## src/rtl/axi_lite_write_arbiter.sv

```systemverilog
// Two-master to one-slave AXI4-Lite write arbiter (AW, W, B) with round-robin grant.
// Latency: 1 cycle arbitration, then AW/W pass combinationally, B returned to the granted master.
// Backpressure: slave ready/valid pass straight through to the granted master; the other master sees no ready/valid.
module axi_lite_write_arbiter #(
   parameter int ADDR_WIDTH = 32,
   parameter int DATA_WIDTH = 32
) (
   input  logic                    ACLK,
   input  logic                    ARESETn,
   // master 0
   input  logic [ADDR_WIDTH-1:0]   m0_awaddr,
   input  logic [2:0]              m0_awprot,
   input  logic                    m0_awvalid,
   output logic                    m0_awready,
   input  logic [DATA_WIDTH-1:0]   m0_wdata,
   input  logic [DATA_WIDTH/8-1:0] m0_wstrb,
   input  logic                    m0_wvalid,
   output logic                    m0_wready,
   output logic [1:0]              m0_bresp,
   output logic                    m0_bvalid,
   input  logic                    m0_bready,
   // master 1
   input  logic [ADDR_WIDTH-1:0]   m1_awaddr,
   input  logic [2:0]              m1_awprot,
   input  logic                    m1_awvalid,
   output logic                    m1_awready,
   input  logic [DATA_WIDTH-1:0]   m1_wdata,
   input  logic [DATA_WIDTH/8-1:0] m1_wstrb,
   input  logic                    m1_wvalid,
   output logic                    m1_wready,
   output logic [1:0]              m1_bresp,
   output logic                    m1_bvalid,
   input  logic                    m1_bready,
   // slave
   output logic [ADDR_WIDTH-1:0]   s_awaddr,
   output logic [2:0]              s_awprot,
   output logic                    s_awvalid,
   input  logic                    s_awready,
   output logic [DATA_WIDTH-1:0]   s_wdata,
   output logic [DATA_WIDTH/8-1:0] s_wstrb,
   output logic                    s_wvalid,
   input  logic                    s_wready,
   input  logic [1:0]              s_bresp,
   input  logic                    s_bvalid,
   output logic                    s_bready,
   // status
   output logic                    grant,
   output logic                    busy
);

   typedef enum logic [1:0] {
      IDLE = 2'd0,
      XFER = 2'd1,
      RESP = 2'd2
   } state_t;

   state_t state;
   logic   last;       // master served most recently; loses a tie
   logic   aw_done;
   logic   w_done;

   logic   in_xfer;
   logic   in_resp;
   logic   sel_awvalid;
   logic   sel_wvalid;
   logic   sel_bready;
   logic   aw_hs;
   logic   w_hs;
   logic   awready_g;
   logic   wready_g;
   logic   bvalid_g;

   assign in_xfer = (state == XFER);
   assign in_resp = (state == RESP);
   assign busy    = in_xfer | in_resp;

   // Steer the granted master's request/data onto the slave side and the slave's
   // ready/response back to that master only.
   always_comb begin
      sel_awvalid = grant ? m1_awvalid : m0_awvalid;
      sel_wvalid  = grant ? m1_wvalid  : m0_wvalid;
      sel_bready  = grant ? m1_bready  : m0_bready;

      s_awaddr    = grant ? m1_awaddr  : m0_awaddr;
      s_awprot    = grant ? m1_awprot  : m0_awprot;
      s_wdata     = grant ? m1_wdata   : m0_wdata;
      s_wstrb     = grant ? m1_wstrb   : m0_wstrb;

      // a channel that already handshook is masked so exactly one beat reaches the slave
      s_awvalid   = in_xfer & sel_awvalid & ~aw_done;
      s_wvalid    = in_xfer & sel_wvalid  & ~w_done;
      awready_g   = in_xfer & s_awready   & ~aw_done;
      wready_g    = in_xfer & s_wready    & ~w_done;
      bvalid_g    = in_resp & s_bvalid;
      s_bready    = in_resp & sel_bready;

      aw_hs       = s_awvalid & s_awready;
      w_hs        = s_wvalid  & s_wready;

      m0_awready  = awready_g & ~grant;
      m1_awready  = awready_g &  grant;
      m0_wready   = wready_g  & ~grant;
      m1_wready   = wready_g  &  grant;
      m0_bvalid   = bvalid_g  & ~grant;
      m1_bvalid   = bvalid_g  &  grant;
      m0_bresp    = (in_resp & ~grant) ? s_bresp : 2'b00;
      m1_bresp    = (in_resp &  grant) ? s_bresp : 2'b00;
   end

   // Transaction sequencer: arbitrate, collect AW and W in any order, wait for B.
   always_ff @(posedge ACLK or negedge ARESETn) begin
      if (!ARESETn) begin
         state   <= IDLE;
         grant   <= 1'b0;
         last    <= 1'b1;
         aw_done <= 1'b0;
         w_done  <= 1'b0;
      end else begin
         case (state)
            IDLE: begin
               if (m0_awvalid | m1_awvalid) begin
                  grant <= (m0_awvalid & m1_awvalid) ? ~last : m1_awvalid;
                  state <= XFER;
               end
            end
            XFER: begin
               if (aw_hs) aw_done <= 1'b1;
               if (w_hs)  w_done  <= 1'b1;
               if ((aw_done | aw_hs) && (w_done | w_hs)) state <= RESP;
            end
            RESP: begin
               if (s_bvalid & s_bready) begin
                  last    <= grant;
                  aw_done <= 1'b0;
                  w_done  <= 1'b0;
                  state   <= IDLE;
               end
            end
            default: state <= IDLE;
         endcase
      end
   end

endmodule
```

## config.mk

```make
export PLATFORM = sky130hd
export DESIGN_NAME = axi_lite_write_arbiter
export DESIGN_NICKNAME = d
export VERILOG_FILES = /design/src/rtl/axi_lite_write_arbiter.sv
export SDC_FILE = /design/constraint.sdc
export NUM_CORES = 1
export LEC_CHECK = 0
export CORE_AREA = 2 2 93 95
export CTS_CLUSTER_SIZE = 20
export DETAILED_ROUTE_END_ITERATION = 8
export DIE_AREA = 0 0 95 97
export PLACE_DENSITY = 0.71
export REMOVE_ABC_BUFFERS = 1
export SETUP_SLACK_MARGIN = 0.3
export SYNTH_ARGS = -nofsm -noshare
export SYNTH_HDL_FRONTEND = slang
export SYNTH_SLANG_ARGS = --single-unit
```

## constraint.sdc

```tcl
create_clock -name ACLK -period 1.92 [get_ports ACLK]
set_input_delay 0.192 -clock ACLK [delete_from_list [all_inputs] [get_ports ACLK]]
set_output_delay 0.192 -clock ACLK [all_outputs]
set_load 0.03 [all_outputs]
```

* After elaboration in Yosys (flattened, before gate mapping)
Cells that the tools add are included. Widths: inputs -> output; s select.
Word-level totals: bits in registers 6, input bits 155, output and inout bits 86, logic and storage cells 69
Operators by class: eq/ne operators 7, multiplexer cells 19, bitwise gates (word level) 30, reductions and logical operators 8
Operators by type and width (number):
- $mux 32 | 2
- $and 1x1->1 | 22
- $mux 2 | 5
- $reduce_and 3->1 | 3
- $ne 2x1->1 const B | 4
- $mux 1 | 7
- $pmux 2 s3 | 1
- $mux 4 | 1
- $not 1->1 | 4
- $or 1x1->1 | 4
- $pmux 1 s2 | 2
- $reduce_and 2->1 | 2
- $mux 3 | 1
- $eq 2x1->1 const B | 1
- $eq 2x2->1 const B | 1
- $logic_not 2->1 | 1
- $ne 2x2->1 const B | 1
- $reduce_bool 2->1 | 1
- $logic_and 1x1->1 | 1

* Longest topological paths before layout
Gate-level depths: netlist (run 1).
depth after elaboration 8, depth in mapped cells 6, depth with buffers taken out 6

* Worst setup path before layout (run 1)
Ideal clock, no wire load.
kind reg-to-reg, start point register state[1], end point register state[0], setup time 128 ps, data arrival time 1660 ps, required time 1792 ps, path slack 133 ps, cell stages (with the launch flop) 7, path buffers 0, clock period less this slack 1787 ps, cells stage by stage dfrtp_1 > inv_1 > ha_1 > nor2b_1 > a221o_1 > a221oi_2 > mux2_1
On the way: cells in the longest elaborated chain, start to end 8, elaborated cells on any way between the ends 19, those cells by class eq/ne: 5; mux: 1; bitwise: 10; reduce/logical: 3
RTL lines:
- start: declaration | line 57 | state_t state;
- start signal: assignment | line 113 | state <= IDLE;
- start signal: assignment | line 123 | state <= XFER;
- start signal: assignment | line 129 | if ((aw_done | aw_hs) && (w_done | w_hs)) state <= RESP;
- $eq 2x1->1 | line 73, 119
- $and 1x1->1 (on tied branches) (2 in series) | line 90, 91
- $and 1x1->1 (on tied branches) | line 97, 98
- $or 1x1->1 | line 129
- $logic_and 1x1->1 | line 129
- $ne 2x1->1 (no source line)
- $reduce_and 3->1 (no source line)
Several ways; a longest one is shown, not always the timed one. A chain may end at the register's enable or synchronous reset.

* Worst setup path in the final report (run 1)
start point register grant, end point output s_awaddr[30]
On the way: cells in the longest elaborated chain, start to end 1
RTL lines:
- start: declaration | line 47 | output logic grant,
- start signal: assignment | line 122 | grant <= (m0_awvalid & m1_awvalid) ? ~last : m1_awvalid;
- $mux 32 | line 84 | s_awaddr = grant ? m1_awaddr : m0_awaddr;
- end: declaration | line 35 | output logic [ADDR_WIDTH-1:0] s_awaddr,
No other way between the ends.

==> results of run 1 <==
## final cells by class
cell class / count / area, sq um
Fill cell: 731 / 3630
Timing Repair Buffer: 283 / 2940
Multi-Input combinational cell: 120 / 1220
Sequential cell: 6 / 156
Tap cell: 105 / 131
Clock buffer: 4 / 45.0
Inverter: 2 / 7.51
Antenna cell: 1 / 2.50
## sequential cells by signal, indices dropped and copies added, names as in the netlist
register and flops:
state 2, aw_done 1, grant 1, last 1, w_done 1
## metrics by stage
| stage | instances | hold WS, ns | utilization (%) | power [W] | setup TNS (ns) |
|---|---|---|---|---|---|
| 5_1_grt | 520 | 0.223 | 55.3 | 0.00604 | 0 |
| 6_report | 521 | 0.206 | 55.3 | 0.00579 | 0 |
| 3_3_place_gp | 482 | 0.453 | 47.3 | 0.00426 | 0 |
| 2_1_floorplan | 128 | -0.104 | - | 0.00261 | -85.46 |
| 4_1_cts | 507 | 0.211 | 50.5 | 0.00504 | 0 |
| 3_5_place_dp | 482 | 0.452 | 47.3 | 0.00428 | 0 |
## power groups by stage
stage               sequential [W]  combinational, W  clock [W]
CTS                       0.000294           0.00453   0.000214
global placement          0.000269           0.00399          0
floorplan                 0.000469           0.00214          0
detailed placement        0.000276           0.00400          0
global route              0.000307           0.00550   0.000231
finish                    0.000297           0.00527   0.000215
## critical path: stages (launching register included)
cell     delay [ns]
dfrtp_4        0.53
buf_4          0.17
buf_12         0.13
buf_16         0.14
mux2_2         0.30
buf_6          0.15
## routing by layer
| layer | up-vias | GRT usage, % | share of wire (%) |
|---|---|---|---|
| li1 | 1065 | - | - |
| met1 | 1014 | 20.2 | 36 |
| met2 | 112 | 32.2 | 51 |
| met3 | 16 | 6.23 | 11 |
| met4 | 0 | 4.24 | 2.3 |
| met5 | - | 0 | 0 |
## worst max path at each step
stage                               startpoint                    to  cells past startpoint
final                        grant$_DFFE_PN0P_          s_awaddr[30]                      5
after detailed placement  state[0]$_DFFE_PN0P_           m0_bresp[1]                      5
after global placement       grant$_DFFE_PN0P_           s_wdata[19]                      3
after floorplan              grant$_DFFE_PN0P_  state[0]$_DFFE_PN0P_                      4
after global routing         grant$_DFFE_PN0P_  state[0]$_DFFE_PN0P_                      5
after CTS                 state[0]$_DFFE_PN0P_           m0_bresp[1]                      5
## synthesized netlist by cell type
cell / number / area (sq um)
dfrtp_1: 5 / 125
a32o_1: 1 / 10.0
nand2_1: 9 / 33.8
buf_2: 7 / 35.0
a21boi_0: 1 / 7.51
o21ai_0: 1 / 5.00
a22o_1: 1 / 8.76
a221oi_2: 1 / 15.0
mux2_2: 73 / 822
and3_1: 5 / 31.3
nor3b_1: 2 / 15.0
nand3_1: 1 / 5.00
inv_1: 2 / 7.51
mux2i_1: 2 / 20.0
mux2_1: 1 / 11.3
o21ai_1: 1 / 5.00
and2_1: 4 / 25.0
a21oi_1: 1 / 5.00
a221o_1: 1 / 10.0
nand2b_1: 1 / 6.26
ha_1: 4 / 50.1
buf_4: 1 / 7.51
dfstp_2: 1 / 26.3
clkbuf_1: 2 / 7.51
nor2_1: 4 / 15.0
o21bai_1: 1 / 7.51
nor2b_1: 5 / 31.3
## cells by family (layout without fill, tap and decap cells)
group,count (synthesis),in the layout,share of synthesized area (%)
compound gates,9,9,5.47
fa+ha+maj,4,4,3.71
buf+inv,12,289,4.27
flops,6,6,11.2
mux,76,76,63.3
other cells,0,1,0
simple gates,31,31,12.1
## timing repair
action                     4_1_cts  5_1_grt
buffers inserted                18        9
setup endpoints to repair       83       87
gates resized for setup        289      165
cloned                           3        4
pin swaps                        0        1
==> metrics.md, run 1 <==
| Metric | Value |
|---|---|
| Status | completed |
| Port-buffer cells | 240 |
| Startpoint types | flip-flop |
| Worst Tran Pin Value | 0.300 ns |
| Post-DP HPWL | roughly 7100 microns |
| CTS clk-pin slew, worst paths | around 0.04 ns |
| Relative slew slack | 79.9% |
| Most frequent cells in the layout | 154 x clkdlybuf4s50_1, 68 x mux2_2, 68 x buf_6 |
| IO Pins | between 200 and 250 |
| GP Congestion | a little under 0.9 |
| Area growth from synthesis to layout | 234% |
| Reg2reg end | state[0]$_DFFE_PN0P_ |
| Worst-skew pair later-pin latency | around 0.24 ns |
| FP Rows | 33 |
| Fin. Hold Viols | 0 |
| Routed WL | approximately 9600 microns |
| Worst setup EP type | output pin |
| RSZ-0062 raised after global routing | yes |
| Reg-to-reg startpoint | grant$_DFFE_PN0P_ |
| Initial DRC Count | 20 |
| Synth Warn # | 0 |
| CP max FO | 9 |
| Nets@finish | roughly 580 |
| Vias | 2,207 |
| Sequential fraction of the synthesis area | ~11% |
| Max-cap violations | 0 |
| Ratio of cells with drive above 1 in the final layout | approximately 53% |
| H-Tree Depth | 1 |
| Seq pwr share | under 10% |
| Aggregate global-route resource usage | between 10% and 20% |
| Via-to-Cell Ratio | 4.24 |
| CTS root buf | clkbuf_8 |
| Post-synth cell types | 27 |
| DP Area | ~3900 sq um |
| Clock power frac | 3.7% |
| Horiz. Die Dim | 95 microns |
| Synthesized flop and latch total | 6 |
| Leading cell type in the layout, fill and taps excluded | clkdlybuf4s50_1 |
| Pre-CTS WS | about 0.018 ns |
| Max Clock Skew | 0.00703 ns |
| TritonRoute pass-1 iters | 3 |
| Setup violators final | 0 |
| Starting density of the core | between 10% and 20% |
| Switch share | between 40% and 50% |
| Fin. max-slew vios | 0 |
| Die Ht | approximately 97 microns |
| Critical Path RT | roughly 1.7 ns |
| Drt drc | 0 |
| Clk sink count | 6 |
| Pwr Density | around 1300 nW/um^2 |
| Reg-to-reg setup timing slack | around 0.08 ns |
| ANT nets after route | 0 |
| Final worst slack | 0.0643 ns |
| Avg Cell Area, Syn | around 10 sq um |
| Netlist Area Pre-Place | 1350 sq um |
| Fin crit period | between 1.5 and 2 ns |
| Final Cell Area | around 4500 sq um |
| Leak | 1.93 nW |
| Clock tree from TritonCTS | yes |
| P_int | 0.00324 W |
| Largest vdd supply drop | around 0.64 mV |
| Global-route wire length before repair | about 13,000 microns |
| R2R cell count | 5 |
| Number of global-route vias before repair | between 2,000 and 2,500 |
| Hold buffer count at CTS | 0 |
| Initial antenna violation count | 1 |
| CTS max path bufs | 2 |
| Max Fclk | 539 MHz |
| Global route overflow | 0 |
| Wire per inst | roughly 18 microns |
| Core ar. | around 8100 sq um |
| Net Sw Power | roughly 0.0026 W |
| Die area | a little over 9000 sq um |
| Cells after Synth | around 140 |
| Largest net degree at the start of global routing | 16 |
| Fin crit share | a little over nine tenths |
| Hold/Removal Path Class | in2async |
| Num CTS Buffers | 3 |
| Gate power share | approximately nine tenths |
| Setup CP Type | reg2out |
| Worst Path Arrival | 1.66 ns |
No activity file was read; power rests on OpenSTA's default activity.
==> run 2, diff against run 1 <==
--- a/config.mk
+++ b/config.mk
@@ -9,7 +9,8 @@
 export CTS_CLUSTER_SIZE = 20
 export DETAILED_ROUTE_END_ITERATION = 8
 export DIE_AREA = 0 0 95 97
-export PLACE_DENSITY = 0.71
+export DONT_BUFFER_PORTS = 1
+export PLACE_DENSITY = 0.32
 export REMOVE_ABC_BUFFERS = 1
 export SETUP_SLACK_MARGIN = 0.3
 export SYNTH_ARGS = -nofsm -noshare
==> run 2 against run 1 <==
Clock power decreased by 7%. Wire length is 5.8% lower. Maximum frequency increased by 2.0%. Die area stayed put. Setup slack gained 0.036 ns. Combinational power down 15%. Clock-buffer cell count is the same. Utilization decreased by 26 points. Non-clock buffer count down 251. Cell count fell by 48%. Flip-flop and latch count unchanged. Final area fell by 48%. Largest power group unchanged.
==> metrics.md, run 2 (synthesized netlist as in run 1, its figures left out) <==
| Metric | Value |
|---|---|
| Aggregate global-route resource usage | between 15 and 20% |
| Ratio of cells with drive above 1 in the final layout | 78.0% |
| Fin. max-slew vios | 0 |
| P_int | between 0.002 and 0.0025 W |
| Core ar. | 8130 sq um |
| Die Ht | about 97 microns |
| Max FFs per register | 2 |
| Seq pwr share | approximately 6.0% |
| Max Clock Skew | 0.00554 ns |
| H-Tree Depth | 1 |
| TritonRoute pass-1 iters | 4 |
| Status | completed |
| Most flop-heavy register | state |
| Fin crit period | around 1.8 ns |
| Net Sw Power | 0.00258 W |
| Most frequent cells in the layout | 72 x mux2_4, 12 x buf_4, 9 x nand2_1 |
| Number of global-route vias before repair | ~1,300 |
| Setup violators final | 0 |
| Gate power share | between 80 and 90% |
| Fillers | 811 |
| Global route overflow | 0 |
| Hold/Removal Path Class | in2reg |
| Drt drc | 0 |
| Num CTS Buffers | 3 |
| Largest stage delay, worst path | 0.43 ns |
| Leak | between 1 and 1.5 nW |
| Initial DRC Count | 37 |
| Sequence of cells on the critical path | ha_4 > nor2b_4 > a221o_1 > a221oi_2 > mux2_4 |
| IO Pins | roughly 240 |
| Worst Path Arrival | around 1.9 ns |
| Post-DP HPWL | 6570 microns |
| Clock power frac | about 4.0% |
| Global-route wire length before repair | 9720 microns |
| Horiz. Die Dim | approximately 95 microns |
| RSZ-0062 raised after global routing | yes |
| Setup CP Type | reg2reg |
| Design Power | 0.00501 W |
| Via-to-Cell Ratio | 4.85 |
| Worst hold margin | 0.156 ns |
| Pwr Density | about 2100 nW/um^2 |
| Clk sink count | 6 |
| Area of the multi-input gates | roughly 1500 sq um |
| Final Cell Area | approximately 2300 sq um |
| Port-buffer cells | 0 |
| CTS max path bufs | 2 |
| # diodes | 0 |
| Vias | 1,305 |
| ANT nets after route | 0 |
| Crit-path slowest cell | dfrtp_2 |
| CTS clk-pin slew, worst paths | 0.04 ns |
| Max-cap violations | 0 |
| DP Area | between 1000 and 1500 sq um |
| Routed WL | approximately 9000 microns |
| Wire per inst | about 33 microns |
| Nets@finish | ~320 |
| Fin. Hold Viols | 0 |
| Initial antenna violation count | 0 |
| Crit-path leading delay family | compound AO/OA/AOI/OAI gates |
| Worst Path Buf+Inv | 0 |
| Die area | about 9200 sq um |
| Startpoint types | flip-flop |
| Largest vdd supply drop | 0.651 mV |
| Critical Path RT | ~2.0 ns |
| GP Congestion | roughly 0.93 |
| Relative slew slack | 79.0% |
| Reg-to-reg setup timing slack | 0.10 ns |
| CTS root buf | clkbuf_8 |
| Worst Tran Pin Value | between 0.3 and 0.4 ns |
| Worst-skew pair later-pin latency | between 0.2 and 0.25 ns |
| CP max FO | 3 |
| Starting density of the core | 16.6% |
| FP Rows | 33 |
| Area growth from synthesis to layout | 73.9% |
| Switch share | 51.5% |
| Fin crit share | a little over nine tenths |
| Area occupied by registers | around 160 sq um |
| Clock tree from TritonCTS | yes |
| Max Fclk | 550 MHz |
| Largest net degree at the start of global routing | 41 |
| Worst setup EP type | flip-flop |
| Leading cell type in the layout, fill and taps excluded | mux2_4 |
-- run 2: cell count changes in the layout (fill, tap and decap cells not counted), sizes merged --
cell,delta
clkdlybuf4s50,-154
buf,-96
clkbuf,-1
clkdlybuf4s15,-1
diode,-1
dlygate4sd3,+1
-- run 2: metal layers --
metal,vias up,share of wire [%],track usage [%]
met4,0,0.16,2.34
met2,117,49,26.3
met1,627,32,14.4
met3,2,19,11.9
met5,-,0,0
li1,559,-,-
-- run 2: power groups by stage --
stage / logic [W] / clock network [W] / registers, W
after global placement: 0.00276 / 0 / 0.000272
after global routing: 0.00472 / 0.000222 / 0.000313
after detailed placement: 0.00280 / 0 / 0.000278
after CTS: 0.00347 / 0.000211 / 0.000277
after floorplan: 0.00214 / 0 / 0.000469
final: 0.00450 / 0.000201 / 0.000303
-- run 2: worst reg2reg max path, stage by stage (launching register included) --
cell and delay [ns]:
dfrtp_2 0.43, ha_4 0.17, nor2b_4 0.13, a221o_1 0.38, a221oi_2 0.25, mux2_4 0.34
-- run 2: final timing paths --
kind,end,startpoint,cells after the start
setup / recovery,state[0]$_DFFE_PN0P_,state[0]$_DFFE_PN0P_,5
hold / removal,grant$_DFFE_PN0P_,m1_awvalid,1
setup reg to reg,state[0]$_DFFE_PN0P_,state[0]$_DFFE_PN0P_,5
hold reg to reg,last$_DFFE_PN1P_,last$_DFFE_PN1P_,2
max in group asynchronous,last$_DFFE_PN1P_,ARESETn,1
min in group asynchronous,state[1]$_DFFE_PN0P_,ARESETn,1
-- run 2: through the flow --
stage               setup TNS [ns]  util [%]  instances  worst slack [ns]
CTS                              0      22.7        252             0.139
detailed placement        -0.00340      18.3        239          -0.00340
global route                     0      28.8        269            0.0501
floorplan                   -85.46         -        128             -1.55
finish                           0      28.8        269             0.100
global placement                 0      18.3        239            0.0920
-- run 2: area by class of cell --
type	count	area share [%]
Timing Repair Buffer	32	21.9
Tap cell	105	5.60
Clock buffer	4	1.92
Sequential cell	6	6.67
Inverter	2	0.320
Multi-Input combinational cell	120	63.6
-- run 2: what timing repair did --
item | in CTS | in global routing
endpoints found under the hold margin | 6 | 0
gates resized for setup | 54 | 65
cloned | 3 | 11
pin swaps | 2 | 3
hold buffers | 1 | 0
setup endpoints to repair | 87 | 83
buffers inserted | 5 | 6
==> run 3, diff against run 2 <==
--- a/config.mk
+++ b/config.mk
@@ -5,10 +5,10 @@
 export SDC_FILE = /design/constraint.sdc
 export NUM_CORES = 1
 export LEC_CHECK = 0
-export CORE_AREA = 2 2 93 95
+export CORE_AREA = 2 2 94 96
 export CTS_CLUSTER_SIZE = 20
 export DETAILED_ROUTE_END_ITERATION = 8
-export DIE_AREA = 0 0 95 97
+export DIE_AREA = 0 0 96 98
 export DONT_BUFFER_PORTS = 1
 export PLACE_DENSITY = 0.32
 export REMOVE_ABC_BUFFERS = 1
==> run 3 against run 2 <==
Worst hold slack is essentially flat. Clock power is essentially flat. Critical path depth unchanged. Largest power group unchanged. Global-route usage is 4.1 points lower. Flip-flop and latch count unchanged. Clock skew down 0.0046 ns. Non-clock buffer count fell by 7. Largest cell class unchanged. Setup slack gained 0.063 ns. Cell count decreased by 1.5%.
==> metrics.md, run 3 (synthesized netlist as in run 1, its figures left out) <==
| Metric | Value |
|---|---|
| Status | completed |
| Global route overflow | 0 |
| Largest vdd supply drop | a little over 0.7 mV |
| Most flop-heavy register | state |
| Relative slew slack | 78.2% |
| Inst Count DP | between 200 and 250 |
| Non-filler cells, final | ~270 |
| # diodes | 0 |
| FP Rows | 34 |
| Reg-to-reg setup timing slack | ~0.16 ns |
| Fin. max-slew vios | 0 |
| Largest stage delay, worst path | ~0.42 ns |
| Core ar. | around 8500 sq um |
| IO Pins | roughly 240 |
| CTS clk-pin slew, worst paths | 0.04 ns |
| Area growth from synthesis to layout | 53.9% |
| Horiz. Die Dim | roughly 96 microns |
| Drt drc | 0 |
| GP Congestion | roughly 0.76 |
| Most frequent cells in the layout | 40 x mux2_4, 33 x mux2_2, 9 x nand2_1 |
| Startpoint types | flip-flop |
| RSZ-0062 raised after global routing | yes |
| Die area | between 9000 and 10,000 sq um |
| Die Ht | slightly below 100 microns |
| Setup CP Type | reg2reg |
| Pre-CTS WS | 0.0873 ns |
| Util after Layout | 24.5% |
| Final worst slack | ~0.16 ns |
| Largest net degree at the start of global routing | roughly 50 |
| Sequence of cells on the critical path | ha_4 > nor2b_4 > a221o_1 > a221oi_2 > mux2_1 |
| Max Clock Skew | roughly 0.00095 ns |
| Design Power | between 0.004 and 0.005 W |
| Leading cell type in the layout, fill and taps excluded | mux2_4 |
| Wire per inst | between 20 and 30 microns |
| Max Fclk | roughly 570 MHz |
| Leak | between 0.8 and 0.9 nW |
| Worst Path Arrival | 1.86 ns |
| Hold/Removal Path Class | in2reg |
| Crit-path slowest cell | dfrtp_1 |
| Ratio of cells with drive above 1 in the final layout | roughly 76% |
| Num CTS Buffers | 3 |
| Fin crit period | between 1.5 and 2 ns |
| Post-DP HPWL | 5580 microns |
| CTS max path bufs | 2 |
| Clock tree from TritonCTS | yes |
| CP max FO | 3 |
| Setup TNS | 0 ns |
| Port-buffer cells | 0 |
| Met3 Use GR | 6.17% |
| ANT nets after route | 0 |
| Setup violators final | 0 |
| Number of global-route vias before repair | between 1,000 and 1,500 |
| Met2 Use GR | 18.9% |
| Pwr Density | 2030 nW/um^2 |
| Max-cap violations | 0 |
| CTS root buf | clkbuf_8 |
| Global-route wire length before repair | 7410 microns |
| Initial antenna violation count | 0 |
| H-Tree Depth | 1 |
| Met1 GRT Util | 12.3% |
| Routed WL | 7120 microns |
| Worst-skew pair later-pin latency | 0.22 ns |
| Worst Path Buf+Inv | 0 |
| Initial DRC Count | 27 |
| Starting density of the core | about 16% |
| Worst Tran Pin Value | 0.326 ns |
| Worst setup EP type | flip-flop |
| Most used routing layer in global routing | met2 |
| Via-to-Cell Ratio | roughly 4.6 |
| Critical Path RT | ~2 ns |
| Fin crit share | 91.5% |
| Clk sink count | 6 |
| Fin. Hold Viols | 0 |
| Aggregate global-route resource usage | approximately 11% |
| Nets@finish | 317 |
| Crit-path leading delay family | compound AO/OA/AOI/OAI gates |
| Max FFs per register | 2 |
| Vias | around 1,200 |
| TritonRoute pass-1 iters | 4 |
run 3: cell count changes in the layout (fill, tap and decap cells not counted), sizes merged:
cell / before / now
buf: 24 / 19
clkbuf: 11 / 9
run 3: where the power goes:
| part | switching [W] | internal, W | leakage, nW | total (W) |
|---|---|---|---|---|
| clock | 0.0000603 | 0.000143 | 0.0228 | 0.000204 |
| combinational | 0.00210 | 0.00161 | 0.810 | 0.00371 |
| sequential | 0.000105 | 0.000199 | 0.0644 | 0.000304 |
| total | 0.00227 | 0.00195 | 0.897 | 0.00422 |
run 3: worst paths after layout:
path / start / to / cells past startpoint
worst max-delay path: state[0]$_DFFE_PN0P_ / state[0]$_DFFE_PN0P_ / 5
worst max register to register: state[0]$_DFFE_PN0P_ / state[0]$_DFFE_PN0P_ / 5
worst min register to register: last$_DFFE_PN1P_ / last$_DFFE_PN1P_ / 2
min in group asynchronous: ARESETn / state[1]$_DFFE_PN0P_ / 1
max in group asynchronous: ARESETn / last$_DFFE_PN1P_ / 1
worst min-delay path: m1_awvalid / grant$_DFFE_PN0P_ / 1
run 3: layer usage:
metal  vias to the layer above  wire (microns)
met3                         2             816
met4                         0              10
met2                       103            3540
met1                       572            2750
met5                         -               0
li1                        551               -
run 3: cell type report:
cell class / count / area (sq um)
clock buffer: 4 / 45.0
fill: 896 / 6390
inverter: 2 / 7.51
multi-input combinational: 120 / 1370
sequential: 6 / 155
tap: 108 / 135
timing repair buffer: 25 / 360
run 3: timing repair:
action	CTS	global route
setup buffers	3	4
gates resized for setup	24	62
setup endpoints to repair	83	82
hold buffers	1	0
endpoints found under the hold margin	6	0
pin swaps	2	5
gates cloned	0	8
run 3: metrics by stage:
step	hold slack, ns	cell area [sq um]
2_1_floorplan	-0.104	1300
3_3_place_gp	-0.103	1510
3_5_place_dp	-0.103	1510
4_1_cts	0.151	1650
5_1_grt	0.168	2080
6_report	0.156	2080
